### src/rtl/cpu_defs.sv
// Shared front-end definitions: fetch FSM state encoding, HALT opcode, PC step, reset PC.
package cpu_defs;
  typedef enum logic [1:0] {
    ST_IDLE  = 2'd0,
    ST_FETCH = 2'd1,
    ST_HALT  = 2'd2
  } fetch_state_e;

  localparam logic [3:0] HALT_OP  = 4'hF;
  localparam int         PC_STEP  = 2;
  localparam logic [7:0] RESET_PC = 8'h00;
endpackage

### src/rtl/fetch_queue.sv
// 2-entry FIFO of {instr, pc}; head is a register, latency 1 push->head.
// Simultaneous push+pop on a full queue keeps occupancy; flush empties it and beats push/pop.
module fetch_queue #(
  parameter int W = 24
) (
  input  logic         clk,
  input  logic         rst_n,
  input  logic         push,
  input  logic [W-1:0] push_dat,
  input  logic         pop,
  input  logic         flush,
  output logic [W-1:0] head_dat,
  output logic         full,
  output logic         empty
);
  logic [W-1:0] ent0_q, ent0_d, ent1_q, ent1_d;
  logic [1:0]   cnt_q, cnt_d;
  logic         pop_eff, push_eff;

  assign full     = (cnt_q == 2'd2);
  assign empty    = (cnt_q == 2'd0);
  assign head_dat = ent0_q;
  assign pop_eff  = pop & ~empty;
  assign push_eff = push & (~full | pop_eff);

  always_comb begin
    ent0_d = ent0_q;
    ent1_d = ent1_q;
    cnt_d  = cnt_q;
    if (flush) begin
      cnt_d = 2'd0;
    end else begin
      case ({push_eff, pop_eff})
        2'b10: begin
          if (empty) ent0_d = push_dat;
          else       ent1_d = push_dat;
          cnt_d = cnt_q + 2'd1;
        end
        2'b01: begin
          ent0_d = ent1_q;
          cnt_d  = cnt_q - 2'd1;
        end
        2'b11: begin
          // Occupancy unchanged; the new word lands behind whatever survives the pop.
          if (cnt_q == 2'd1) begin
            ent0_d = push_dat;
          end else begin
            ent0_d = ent1_q;
            ent1_d = push_dat;
          end
        end
        default: ;
      endcase
    end
  end

  always_ff @(posedge clk or negedge rst_n) begin
    if (!rst_n) begin
      ent0_q <= '0;
      ent1_q <= '0;
      cnt_q  <= 2'd0;
    end else begin
      ent0_q <= ent0_d;
      ent1_q <= ent1_d;
      cnt_q  <= cnt_d;
    end
  end
endmodule

### src/rtl/fetch_controller.sv
// Front-end fetch: owns PC, fetches from combinational imem into a 2-entry queue, valid/ready to decode.
// Stalls PC when the queue is full; optional perf counters under FETCH_PERF_EN.
module fetch_controller
  import cpu_defs::*;
#(
  parameter int              ADDR_W   = 8,
  parameter int              INSTR_W  = 16,
  parameter logic [ADDR_W-1:0] RESET_PC = ADDR_W'(cpu_defs::RESET_PC),
  parameter logic [3:0]      HALT_OP  = cpu_defs::HALT_OP
) (
  input  logic               clk,
  input  logic               rst_n,
  input  logic               start,
  output logic [ADDR_W-1:0]  imem_addr,
  input  logic [INSTR_W-1:0] imem_data,
  input  logic               redirect_valid,
  input  logic [ADDR_W-1:0]  redirect_pc,
  output logic               out_valid,
  input  logic               out_ready,
  output logic [INSTR_W-1:0] out_instr,
  output logic [ADDR_W-1:0]  out_pc,
`ifdef FETCH_PERF_EN
  output logic [15:0]        stall_cnt,
  output logic [15:0]        fetch_cnt,
`endif
  output logic               halted
);
  localparam int QW = INSTR_W + ADDR_W;

  fetch_state_e      state_q, state_d;
  logic [ADDR_W-1:0] pc_q, pc_d;
  logic              push, flush, pop;
  logic              q_full, q_empty;
  logic [QW-1:0]     head_dat;
  logic              unused_rpc_lsb;

  assign unused_rpc_lsb = redirect_pc[0];
  assign pop            = out_valid & out_ready;
  assign imem_addr      = pc_q;
  assign out_valid      = ~q_empty;
  assign out_instr      = head_dat[ADDR_W +: INSTR_W];
  assign out_pc         = head_dat[ADDR_W-1:0];
  assign halted         = (state_q == ST_HALT) & q_empty;

  always_comb begin
    state_d = state_q;
    pc_d    = pc_q;
    push    = 1'b0;
    flush   = 1'b0;
    if (redirect_valid) begin
      flush   = 1'b1;
      pc_d    = {redirect_pc[ADDR_W-1:1], 1'b0};
      state_d = ST_FETCH;
    end else begin
      case (state_q)
        ST_IDLE:  if (start) state_d = ST_FETCH;
        ST_FETCH: begin
          if (!q_full || pop) begin
            push = 1'b1;
            pc_d = pc_q + ADDR_W'(PC_STEP);
            if (imem_data[INSTR_W-1 -: 4] == HALT_OP) state_d = ST_HALT;
          end
        end
        ST_HALT:  if (start) state_d = ST_FETCH;
        default:  state_d = ST_IDLE;
      endcase
    end
  end

  always_ff @(posedge clk or negedge rst_n) begin
    if (!rst_n) begin
      state_q <= ST_IDLE;
      pc_q    <= RESET_PC;
    end else begin
      state_q <= state_d;
      pc_q    <= pc_d;
    end
  end

  fetch_queue #(.W(QW)) u_queue (
    .clk      (clk),
    .rst_n    (rst_n),
    .push     (push),
    .push_dat ({imem_data, pc_q}),
    .pop      (pop),
    .flush    (flush),
    .head_dat (head_dat),
    .full     (q_full),
    .empty    (q_empty)
  );

`ifdef FETCH_PERF_EN
  logic [15:0] stall_q, fetch_q;
  logic        perf_clr, stall_ev;

  assign perf_clr  = ~redirect_valid & (state_q == ST_IDLE) & start;
  assign stall_ev  = (state_q == ST_FETCH) & q_full & ~pop;
  assign stall_cnt = stall_q;
  assign fetch_cnt = fetch_q;

  always_ff @(posedge clk or negedge rst_n) begin
    if (!rst_n) begin
      stall_q <= 16'd0;
      fetch_q <= 16'd0;
    end else if (perf_clr) begin
      stall_q <= 16'd0;
      fetch_q <= 16'd0;
    end else begin
      if (stall_ev && stall_q != 16'hFFFF) stall_q <= stall_q + 16'd1;
      if (push && fetch_q != 16'hFFFF)     fetch_q <= fetch_q + 16'd1;
    end
  end
`endif
endmodule

### config.mk
export PLATFORM = sky130hd
export DESIGN_NAME = fetch_controller
export DESIGN_NICKNAME = d
export VERILOG_FILES = /design/src/rtl/cpu_defs.sv /design/src/rtl/fetch_queue.sv /design/src/rtl/fetch_controller.sv
export SDC_FILE = /design/constraint.sdc
export NUM_CORES = 1
export LEC_CHECK = 0
export BUFFER_PORTS_ARGS = -buffer_cell sky130_fd_sc_hd__buf_4
export CAP_MARGIN = 40
export CORE_MARGIN = 2
export CORE_UTILIZATION = 35
export DETAILED_ROUTE_END_ITERATION = 6
export PLACE_DENSITY_LB_ADDON = 0.05
export SKIP_LAST_GASP = 1
export SLEW_MARGIN = 5
export SYNTH_ARGS = -nofsm -noshare
export SYNTH_HDL_FRONTEND = slang
export SYNTH_SLANG_ARGS = --single-unit
### constraint.sdc
create_clock -name clk -period 1.8 [get_ports clk]
set_input_delay 0.36 -clock clk [delete_from_list [all_inputs] [get_ports clk]]
set_output_delay 0.36 -clock clk [all_outputs]
set_load 0.02 [all_outputs]
# --- Yosys cells after proc, flatten, opt, wreduce, memory -nomap -nowiden ---
# Cells that the tools add are included.
op_classes:
  muxes: 20
  addsub: 3
  n_eq_ne: 14
  bitwise: 8
  reduce_logical: 14
ops:
  columns: ["operator", "count"]
  rows:
  - ["2-to-1 mux 24 bit", 4]
  - ["case mux 24 bit (3 select lines)", 1]
  - ["case mux 24 bit (2 select lines)", 1]
  - ["2-to-1 mux 8 bit", 3]
  - ["2-to-1 mux 2 bit", 5]
  - ["adder 8 x 2 -> 8 bit (second input constant)", 1]
  - ["equality test 2 bit (second input constant)", 4]
  - ["case mux 2 bit (2 select lines)", 2]
  - ["equality test 2 x 1 -> 1 bit (second input constant)", 3]
  - ["!= test 2 bit (second input constant)", 3]
  - ["!= test 3 bit (second input constant)", 2]
  - ["AND reduction 3 bit", 2]
  - ["nonzero test 2 bit", 3]
  - ["nonzero test 3 bit", 2]
  - ["bitwise AND 1 bit", 4]
  - ["equality test 4 bit (second input constant)", 1]
  - ["zero test 2 bit", 2]
  - ["2-to-1 mux 1 bit", 4]
  - ["AND reduction 4 bit", 1]
  - ["!= test 3 x 1 -> 1 bit (second input constant)", 1]
  - ["NOT 1 bit", 3]
  - ["adder 2 x 1 -> 2 bit (second input constant)", 1]
  - ["AND reduction 2 bit", 1]
  - ["OR reduction 2 bit", 1]
  - ["4 further kinds", 4]
word_totals:
  inputBits: 29
  regBits: 60
  wordCells: 64

# --- Logic depth before layout (Yosys ltp) ---
depth:
  depth_word: 11
  depth_mapped: 8
  mapped_depth_nobuf: 6

# --- Cells and area by module ---
# From an unflattened synthesis, not the netlist that was laid out.
unflattened:
  hier_cells: 242
  hier_area_um2: 2875.3
modules_own_cells:
  columns: ["mod", "area_per_inst_um2", "n_inst", "cells_per_inst"]
  rows:
  - ["fetch_queue", 2297.2, 1, 179]
  - ["fetch_controller", 578.1, 1, 63]

# --- Worst setup path before layout ---
# Ideal clock, no wire load.
synth_timing:
  path_type: "register -> register"
  from: "reg u_queue.cnt_q[0]"
  to: "reg u_queue.ent1_q[10]"
  setup_slack_ps: -45
  required_time_ps: 1675
  synth_period_minus_slack_ps: 1845
  stages_incl_launch_ff: 8
  arrival_time_ps: 1720
  cell_sequence: "dfrtp_1 > inv_1 > ha_1 > nand2b_1 > buf_4 > a21oi_2 > buf_6 > mux2_2"
synth_between:
  elab_chain_cells: 11
  word_cells_on_any_way: 21
synth_rtl:
  columns: ["item", "line_no", "source"]
  rows:
  - ["from (decl)", "fetch_queue.sv:17", "logic [1:0] cnt_q, cnt_d;"]
  - ["from (signal assigned)", "fetch_queue.sv:65", "cnt_q <= cnt_d;"]
  - ["zero test 2 bit", "fetch_queue.sv:21", "assign empty = (cnt_q == 2'd0);"]
  - ["NOT 1 bit", "fetch_queue.sv:23, fetch_controller.sv:40", null]
  - ["bitwise AND 1 bit", "fetch_controller.sv:38", "assign pop = out_valid & out_ready;"]
  - ["logical OR 1 bit", "fetch_controller.sv:58", "if (!q_full || pop) begin"]
  - ["2-to-1 mux 1 bit", "fetch_controller.sv:58", null]
  - ["2-to-1 mux 1 bit", "fetch_controller.sv:55", "case (state_q)"]
  - ["2-to-1 mux 1 bit", "fetch_controller.sv:50", "if (redirect_valid) begin"]
  - ["bitwise AND 1 bit", "fetch_queue.sv:24", "assign push_eff = push & (~full | pop_eff);"]
  - ["equality test 2 bit", "fetch_queue.sv:33", "case ({push_eff, pop_eff})"]
  - ["!= test 2 bit (no source line) or nonzero test 2 bit (tied branches)", null, null]
  - ["AND reduction 4 bit (no source line)", null, null]
  - ["to (signal assigned)", "fetch_queue.sv:64", "ent1_q <= ent1_d;"]
  - ["to (decl)", "fetch_queue.sv:16", "logic [W-1:0] ent0_q, ent0_d, ent1_q, ent1_d;"]
# Several ways; a longest one is shown, not always the timed one.
# A chain may end at the register's enable or synchronous reset.

# --- Worst setup path in the final report ---
layout_timing:
  from: "reg u_queue.cnt_q[1]"
  to: "reg u_queue.ent0_q[21] (netlist: u_queue.head_dat[21])"
layout_between:
  elab_chain_cells: 11
  word_cells_on_any_way: 22
layout_rtl:
  columns: ["item", "line_no", "source"]
  rows:
  - ["zero test 2 bit", "fetch_queue.sv:21", null]
  - ["NOT 1 bit", "fetch_queue.sv:23, fetch_controller.sv:40", null]
  - ["bitwise AND 1 bit", "fetch_controller.sv:38", null]
  - ["logical OR 1 bit", "fetch_controller.sv:58", null]
  - ["2-to-1 mux 1 bit", "fetch_controller.sv:58", null]
  - ["2-to-1 mux 1 bit", "fetch_controller.sv:55", null]
  - ["2-to-1 mux 1 bit", "fetch_controller.sv:50", null]
  - ["bitwise AND 1 bit", "fetch_queue.sv:24", null]
  - ["equality test 2 bit or equality test 2 x 1 -> 1 bit (tied branches)", "fetch_queue.sv:33", null]
  - ["!= test 2 bit (no source line) or nonzero test 3 bit (tied branches)", null, null]
  - ["AND reduction 3 bit (no source line)", null, null]
  - ["to (signal assigned)", "fetch_queue.sv:63", "ent0_q <= ent0_d;"]
  - ["to (decl)", "fetch_queue.sv:16", null]
# Several ways; a longest one is shown, not always the timed one.

==> flow_summary.ini <==
[critical_path]
cp-start-kind = flip-flop
startpoint = u_queue.cnt_q[1]$_DFFE_PN0P_
crit_arrival_ps = 2050
slowest_delay_ps = 390
cp-end-kind = flip-flop
crit_type = flip-flop to flip-flop
critPathBufInv = 3
worstPathMaxFanout = 6
critPathSlowestCell = dfrtp_1
cp.required_ps = 2050
crit_chain = inv_2, ha_4, buf_6, nor4bb_4, o21bai_4, clkbuf_16, o31ai_1
rr_startpoint = u_queue.cnt_q[1]$_DFFE_PN0P_
critPathTopFamily = buffers and inverters

[clocking]
cts_max_level = 3
root_buffer = clkbuf_8
clock_latency_ps = 340
cts.sink_count = 58
clk_pin_slew_worst_paths_ps = 70
cts_buffer_depth = 2
cts_tree = yes
numCtsBuffers = 9

[placed_design]
place_congestion = 0.7235
io_buffer_count = 60
dp_hpwl_um = 5159

[flow_run]
cap_violations = 0

[grt]
grt_pass1_wl_um = 12260
antenna_found_initial = 0
grt_usage_pct = 16.13
overflow = 0
grt_max_degree = 25
grt_pass1_vias = 2440

[routing]
drt_iter0_markers = 42
via_per_inst = 5.250
avgRoutedWirePerCell_um = 15.84
drcViolationCount = 0
num_vias = 2583
dr.pass1.iters = 4
drt_wl_total_um = 7791
ant_nets = 0

[synthesis]
yosysTopAreaCell = dfrtp_1
synthTopCellsByArea = dfrtp_1, mux2_2, a211oi_1
synth.ff_latch_count = 58
synth_fp_nets = 327
synth_ff_type = dfrtp_1
synthArstFlopShare_pct = 100.0
synth_top_area_share_pct = 46.93
syn-cell-area_um2 = 3093
yosysWarnings = 0
ys_seq_area_share_pct = 46.93
synth_edf_count = 0
synthCells = 294
syn_avg_cell_area_um2 = 10.52
ys_types = 38

[die]
num_io_pins = 63
core_region_area_um2 = 8636
die_w_um = 98.01
die_y_um = 98.01
row_count = 34
die-area_um2 = 9605
start_util_pct = 35.82

[sta]
rsz0062_at_grt = true
hold_ws_ps = 228.3
final-hold-violation-count = 0
period_share_pct = 99.96
fin_setup_tns_ps = 0
fin_skew_ps = 6.928
slew_violations = 0
final-setup-viol-count = 0
layout_min_cycle_time_ps = 1799
max_freq_mhz = 555.8

[cells_and_area]
fin_util_pct = 51.10
register_area_um2 = 1451
layout-drive-gt1-share_pct = 44.27
fillCellCount = 829
layout.nets = 412
area_growth_pct = 42.68
multi_input_area_um2 = 1708
antenna_cells = 0

[pwr]
p_leak_nw = 1.905
peakVddDrop_mv = 0.5738
power_density_nw_per_um2 = 1736

[outcome]
status = complete, no violations

[worst_hold_path]
hp-class = primary input to flip-flop
hold_path_startpoint = redirect_pc[2]
==> Yosys cell counts, types with 2 or more instances <==
library cell and n:
inv_1 7, buf_2 10, ha_1 4, a21oi_1 5, o31ai_1 15, a211oi_1 20, nand3_1 2, buf_6 3
o21ai_0 16, clkbuf_1 6, nand2b_1 2, nor2b_1 17, mux2i_1 10, buf_4 3, nor2_1 5, mux2_2 23
nor3_1 11, xnor2_1 6, nand2_1 32, dfrtp_1 58, o22ai_1 15, a221oi_1 8
==> power by group <==
group          total, mW  switching (mW)  internal [mW]
clock network       1.16           0.533          0.629
registers           2.29           0.407           1.88
logic               4.21            2.06           2.15
==> registers in the layout, indices dropped and copies added (netlist names) <==
name and count:
imem_addr 7, state_q 2, u_queue.cnt_q 2, u_queue.ent1_q 23
u_queue.head_dat 24
==> per-layer routing <==
metal  wire length [um]  GRT usage (%)
met4                118          5.876
met3                267          4.152
met5                  0              0
met1               3585          20.34
met2               3820          26.77
==> metrics by stage <==
step                setup slack [ps]  cell area, um^2  instances  total power [mW]
CTS                           -12.04             4049        485             7.010
floorplan                      13.47             3100        294             4.502
finish                        0.7743             4413        492             7.660
global placement              -40.04             3836        468             5.742
global route                  -98.62             4413        492             8.198
detailed placement            -55.22             3836        468             5.803
==> worst reg2reg max path: stages, from the launching register on <==
cell and delay [ps]:
dfrtp_1 390, inv_2 100, ha_4 140, buf_6 120, nor4bb_4 340, o21bai_4 190
clkbuf_16 210, o31ai_1 220
==> cell families after synthesis <==
| family | count (synthesis) | synth area share (%) |
|---|---|---|
| XOR/XNOR | 6 | 1.699 |
| flip-flops | 58 | 46.93 |
| buffers and inverters | 30 | 5.502 |
| other | 1 | 0.1212 |
| multiplexers | 33 | 11.61 |
| AO/OA/AOI/OAI | 84 | 19.34 |
| AND/OR/NAND/NOR | 78 | 13.19 |
| adder cells (fa/ha/maj) | 4 | 1.618 |
==> placed cells by master (no fill, tap or decap), drive strengths merged, types with 15 or more instances in the layout <==
cell type | synthesis | routed
o21ai | 16 | 16
nand2 | 33 | 33
dfrtp | 58 | 58
nor2b | 17 | 17
mux2 | 23 | 23
buf | 17 | 91
o22ai | 15 | 15
o31ai | 15 | 15
clkbuf | 6 | 15
a211oi | 20 | 20
==> cell type report <==
cell class	instances	share of cell area [%]
Clock buffer	10	2.892
Timing Repair Buffer	97	20.56
Tap cell	108	3.062
Sequential cell	58	32.89
Multi-Input combinational cell	206	38.70
Inverter	7	0.5954
Clock inverter	6	1.304
==> worst paths after layout <==
check                                                   end  slack [ps]  cells after the start
hold reg to reg            u_queue.head_dat[16]$_DFFE_PN0P_         480                      2
hold / removal                     imem_addr[2]$_DFFE_PN0N_         230                      3
setup / recovery           u_queue.head_dat[21]$_DFFE_PN0P_         0.8                      7
min in group asynchronous  u_queue.head_dat[20]$_DFFE_PN0P_         450                      2
setup reg to reg           u_queue.head_dat[21]$_DFFE_PN0P_         0.8                      7
max in group asynchronous  u_queue.head_dat[13]$_DFFE_PN0P_         860                      3
==> timing repair <==
item                       in CTS  in global routing
hold buffers                    1                  0
pin swaps                       0                 12
buffers inserted                0                  3
resized for setup               3                 50
hold endpoints to repair       18                  0
setup endpoints to repair      22                 57
gates cloned                    0                  5
Note: power is estimated with default switching activity, not from simulation.
